File: config.mk
export PLATFORM = sky130hd
export DESIGN_NAME = fft_frame_scheduler
export DESIGN_NICKNAME = d
export VERILOG_FILES = /design/src/rtl/fft_frame_scheduler.sv
export SDC_FILE = /design/constraint.sdc
export NUM_CORES = 1
export LEC_CHECK = 0
export CORE_ASPECT_RATIO = 0.7
export CORE_MARGIN = 5
export CORE_UTILIZATION = 56
export DETAILED_ROUTE_END_ITERATION = 12
export PLACE_DENSITY = 0.95
export SLEW_MARGIN = 20
export SYNTH_ARGS = -nofsm -noshare
export SYNTH_HDL_FRONTEND = slang
export SYNTH_SLANG_ARGS = --single-unit
export TNS_END_PERCENT = 10
File: constraint.sdc
create_clock -name clk -period 2.8 [get_ports clk]
set_input_delay 0.42 -clock clk [delete_from_list [all_inputs] [get_ports clk]]
set_output_delay 0.42 -clock clk [all_outputs]
set_load 0.005 [all_outputs]
File: src/rtl/fft_frame_scheduler.sv
// Sequences one FFT pass per accepted audio window: latch, start, wait for done, publish on frame tick.
// Also handles window decimation, a compute watchdog and saturating drop/timeout statistics.
module fft_frame_scheduler #(
    parameter int SKIP    = 0,
    parameter int TIMEOUT = 1023,
    parameter int CNT_W   = 8
) (
    input  logic             clk,
    input  logic             reset,
    input  logic             new_t,
    input  logic             fft_done,
    input  logic             frame_tick,
    output logic             latch_t,
    output logic             fft_start,
    output logic             publish,
    output logic             busy,
    output logic [2:0]       state_o,
    output logic [CNT_W-1:0] overrun_cnt,
    output logic [CNT_W-1:0] timeout_cnt
);

    localparam int SKW = (SKIP > 0) ? $clog2(SKIP + 1) : 1;
    localparam int TW  = (TIMEOUT > 1) ? $clog2(TIMEOUT + 1) : 1;

    localparam logic [SKW-1:0]   SKIP_LD = SKW'(SKIP);
    localparam logic [TW-1:0]    T_MAX   = TW'(TIMEOUT);
    localparam logic [CNT_W-1:0] CNT_MAX = {CNT_W{1'b1}};

    typedef enum logic [2:0] {
        S_IDLE    = 3'd0,
        S_LATCH   = 3'd1,
        S_START   = 3'd2,
        S_RUN     = 3'd3,
        S_WAIT    = 3'd4,
        S_PUBLISH = 3'd5
    } state_t;

    state_t         state;
    logic [SKW-1:0] skip_cnt;
    logic [TW-1:0]  timer;

    assign busy    = (state != S_IDLE);
    assign state_o = state;

    // Pulse outputs are registered together with the state they belong to.
    always_ff @(posedge clk) begin
        if (reset) begin
            state       <= S_IDLE;
            latch_t     <= 1'b0;
            fft_start   <= 1'b0;
            publish     <= 1'b0;
            skip_cnt    <= '0;
            timer       <= '0;
            overrun_cnt <= '0;
            timeout_cnt <= '0;
        end else begin
            latch_t   <= 1'b0;
            fft_start <= 1'b0;
            publish   <= 1'b0;

            if (new_t && state != S_IDLE && overrun_cnt != CNT_MAX)
                overrun_cnt <= overrun_cnt + 1'b1;

            case (state)
                S_IDLE: begin
                    if (new_t) begin
                        if (skip_cnt == '0) begin
                            state    <= S_LATCH;
                            latch_t  <= 1'b1;
                            skip_cnt <= SKIP_LD;
                        end else begin
                            skip_cnt <= skip_cnt - 1'b1;
                        end
                    end
                end
                S_LATCH: begin
                    state     <= S_START;
                    fft_start <= 1'b1;
                end
                S_START: begin
                    state <= S_RUN;
                    timer <= '0;
                end
                S_RUN: begin
                    // A done arriving on the last allowed cycle still completes the pass.
                    if (fft_done) begin
                        state <= S_WAIT;
                    end else if (timer == T_MAX) begin
                        state <= S_IDLE;
                        if (timeout_cnt != CNT_MAX)
                            timeout_cnt <= timeout_cnt + 1'b1;
                    end else begin
                        timer <= timer + 1'b1;
                    end
                end
                S_WAIT: begin
                    if (frame_tick) begin
                        state   <= S_PUBLISH;
                        publish <= 1'b1;
                    end
                end
                S_PUBLISH: state <= S_IDLE;
                default:   state <= S_IDLE;
            endcase
        end
    end

endmodule

======== Word level (Yosys, flattened, before mapping) ========
Cells that the tools add are included.
operators by class
  add/sub/neg operators ................... 4
  equality and inequality tests ........... 13
  multiplexer cells ....................... 13
  bitwise gates (word level) .............. 4
  reductions and logical operators ........ 11
operator list
  operator                                       count
  two-way mux 10 bit                             2
  case mux 10 bit (2 select lines)               1
  adder 8 x 1 -> 8 bit, second input constant    2
  inequality test 8 bit, second input constant   2
  two-way mux 3 bit                              5
  case mux 3 bit (5 select lines)                1
  adder 10 x 1 -> 10 bit, second input constant  1
  == test 10 bit, second input constant          1
  inequality test 2 bit, second input constant   5
  AND reduction 4 bit                            2
  == test 3 x 2 -> 1 bit, second input constant  2
  two-way mux 1 bit                              4
  NOT 1 bit                                      4
  == test 3 x 1 -> 1 bit, second input constant  1
  == test 3 bit, second input constant           1
  zero test 3 bit                                1
  inequality test 3 bit, second input constant   1
  AND reduction 3 bit                            1
  nonzero test 3 bit                             1
  OR reduction 3 bit                             1
  logical AND 1 bit                              2
  AND reduction 2 bit                            1
  nonzero test 2 bit                             1
  OR reduction 2 bit                             1
  subtractor 1 bit, second input constant        1
word-level totals
  flip-flop bits (word level) ............. 33
  input port bits ......................... 5
  output and inout port bits .............. 23
  logic and storage cells ................. 53

======== Logic depth before layout (Yosys ltp) ========
  word-level depth ........................ 4
  mapped depth ............................ 6
  depth with buffers taken out ............ 5

======== Worst setup path after synthesis ========
Ideal clock, no wire load.
  kind .................................... reg2reg
  start point ............................. register timer[0]
  end point ............................... register timeout_cnt[7]
  setup time .............................. 0.121 ns
  arrival ................................. 1.491 ns
  required time ........................... 2.679 ns
  setup slack ............................. 1.188 ns
  stages on the path, launching flop included .. 6
  buffers on the path ..................... 0
  clock period less this slack ............ 1.612 ns
  path through ............................ dfxtp_1 ha_1 and3_1 nand4_4 nor4_1 mux2_2
between the ends
  longest elaborated chain between the ends .. 2
ends and longest elaborated chain
  what                           RTL line  source
  from (decl)                    40        logic [TW-1:0] timer;
  from (signal assigned)         93        timer <= timer + 1'b1;
  == test 10 bit                 88        end else if (timer == T_MAX) begin
  AND reduction 4 bit (no line)  -
  to (signal assigned)           91        timeout_cnt <= timeout_cnt + 1'b1;
  to (decl)                      19        output logic [CNT_W-1:0] timeout_cnt
Every way passes these cells.
A chain may end at the register's enable or synchronous reset.

======== Worst setup path after layout ========
  start point ............................. register state[2] (netlist: state_o[2])
  end point ............................... output busy
between the ends
  longest elaborated chain between the ends .. 1
ends and longest elaborated chain
  what                    RTL line  source
  from (decl)             38        state_t state;
  from (signal assigned)  48        state <= S_IDLE;
  from (signal assigned)  68        state <= S_LATCH;
  from (signal assigned)  77        state <= S_START;
  nonzero test 3 bit      42        assign busy = (state != S_IDLE);
  to (decl)               16        output logic busy,
Every way passes these cells.

==> out/qor.txt <==
status: finished clean
Tot GR Track Use: 0.206
hold_ws: 0.507 ns
Die ar.: 4070 um^2
static leakage: 0.664 nW
final setup vio count: 0
Clock Sinks: 32
total power: 0.986 mW
via count: 1519
Post-route DRC: 0
Post-synth EDFFs: 0
wirelength, routed: 3760 um
Worst R2R End: timeout_cnt[7]
slew margin rel.: 0.411
Final HPWL DP: 2640 um
Power Dens Cells: 498 nW/um^2
Synth area leaders: dfxtp_1 40%, a21oi_1 6.8%, o31ai_1 5.6%, or4_1 4.2%, o21ai_0 4.0%
Setup crit end: busy
CP endpoint kind: output pin
TNS Setup: 0 ns
footprint of the multi-input gates: 893 um^2
unrepaired setup endpoints after global routing: false
Worst-Margin Slew: 0.877 ns
sequential fraction of the synthesis area: 0.397
Port Buf Inserts: 27
Cell variety after synth: 38
Slew Viols, Final: 0
first-pass GRT wire length: 6200 um
Setup Fix Bufs, Post-CTS: 0
Core Box Area: 2780 um^2
fillers: 211
clock root buffer: clkbuf_8
Syn. warnings: 0
post-CTS sizing: 0
drt initial violations: 175
post-route ant nets: 0
# hold bufs at CTS: 0
Period minus WS final: 2.05 ns
Top Ports: 28
Layout Cells excl Fill: 249
Mapped Nets: 194
Placed Area: 1890 um^2
n_diodes: 0
drt wl/cell: 15.1 um
synthesized flop and latch total: 32
largest net degree at the start of global routing: 18
Die W: 74.1 um
Hold Crit Class: register to register
final worst-path setup slack: 0.746 ns
MaxCap Viol Count: 0
Die Y: 54.9 um
Routability Congestion: 0.805
Final nets: 220
initial antenna violation count: 0
Max Clk Rate: 487 MHz
Syn Std Cell Area: 1610 um^2
Critical path origin: state_o[2]
CTS tree: done
Area Growth Syn to Fin: 22.7%
RR Startpoint: timer[0]
Initial Util: 0.580
Clock Path Buffers: 2
DRT Pass-1 Iters: 4
row cnt: 16
H-tree levels: 2
Worst-path clk slew: 0.07 ns
r2r setup slk: 0.87 ns
Vias/cell: 6.10
Mapped Cells: 186
share of flip-flops with an asynchronous set or reset: 0
post-synth top area share: 0.397
Reg area: 641 um^2
Worst-Skew Late Latency: 0.29 ns
vias in the first global route: 1346
DP Cell Count: 241
TritonCTS buffer count: 5
WHS Path Cells: 2
Yosys top cell by area: dfxtp_1
Syn Area/Cell: 8.67 um^2
startpoint types: register
critical-path maximum fanout: 11
Final Skew: 0.00656 ns
count leader, synth: dfxtp_1
WP data required: 2.38 ns
Core Util, Final: 0.711
top cells by count, synth: 32 x dfxtp_1, 22 x a21oi_1, 13 x o21ai_0
Final period util: 0.733
critical path class: register to output pin
VDD IR-drop max: 322 uV
R2R cell count: 5
crit path DAT: 1.63 ns
ys flop type: dfxtp_1
total grt overflow: 0
final hold violations: 0
final instance area: 1980 um^2
share of cells above drive strength 1: 0.0704
Setup WS pre-CTS: 0.477 ns
[area by class of cell]
class | count | share of cell area
clock buffer | 6 | 0.0417
inverter | 6 | 0.0114
clock inverter | 2 | 0.00506
timing repair buffer | 29 | 0.144
multi-input combinational | 138 | 0.451
sequential | 32 | 0.324
tap | 36 | 0.0228
[kinds of logic after synthesis]
group | share of synthesized area
buf+inv | 0.0489
compound gates | 0.206
xor+xnor | 0.0109
simple gates | 0.289
fa+ha+maj | 0.0233
flops | 0.397
mux | 0.0256
[sequential cells by signal, summed over array words and instances (netlist names)]
register,flops
fft_start,1
latch_t,1
overrun_cnt,8
publish,1
state_o,3
timeout_cnt,8
timer,10
[layer usage]
layer | global-route usage | vias up | wire length, um
li1 | - | 754 | -
met1 | 0.262 | 699 | 1720
met2 | 0.321 | 59 | 1680
met3 | 0.0596 | 7 | 303
met4 | 0.102 | 0 | 62
met5 | 0 | - | 0
[how the worst min path moves through the flow]
stage / start / end / slack (ns)
2_1_floorplan: timer[9] / timer[9] / 0.46
3_3_place_gp: timer[9] / timer[9] / 0.48
3_5_place_dp: timer[9] / timer[9] / 0.50
4_1_cts: overrun_cnt[7] / overrun_cnt[7] / 0.51
5_1_grt: timer[5] / timer[5] / 0.53
6_report: overrun_cnt[7] / overrun_cnt[7] / 0.51
[critical path, stage by stage, from the launching register on]
cell and delay (ns):
dfxtp_1 0.44, or3_1 0.44, clkdlybuf4s50_1 0.46
[where the power goes]
group          total [mW]  switching [mW]  leakage [nW]  internal [mW]
Combinational       0.125          0.0604         0.355         0.0643
Sequential          0.492          0.0229         0.259          0.469
Clock               0.370           0.174        0.0510          0.196
[layout by cell type, fill, tap and decap left out, drive strengths merged, types with 2 or more instances in the layout]
master	n
dfxtp	32
clkdlybuf4s50	27
a21oi	22
o21ai	13
nand3	12
o31ai	12
nand2	11
or3	9
or4	9
inv	6
nor2	6
clkbuf	6
and3	4
nor2b	4
nor3	3
nor3b	3
mux2i	3
a21o	3
ha	3
nand4	3
o31a	2
nor4b	2
and4	2
xor2	2
clkinv	2
buf	2
Power figures use the tool's default switching activity.
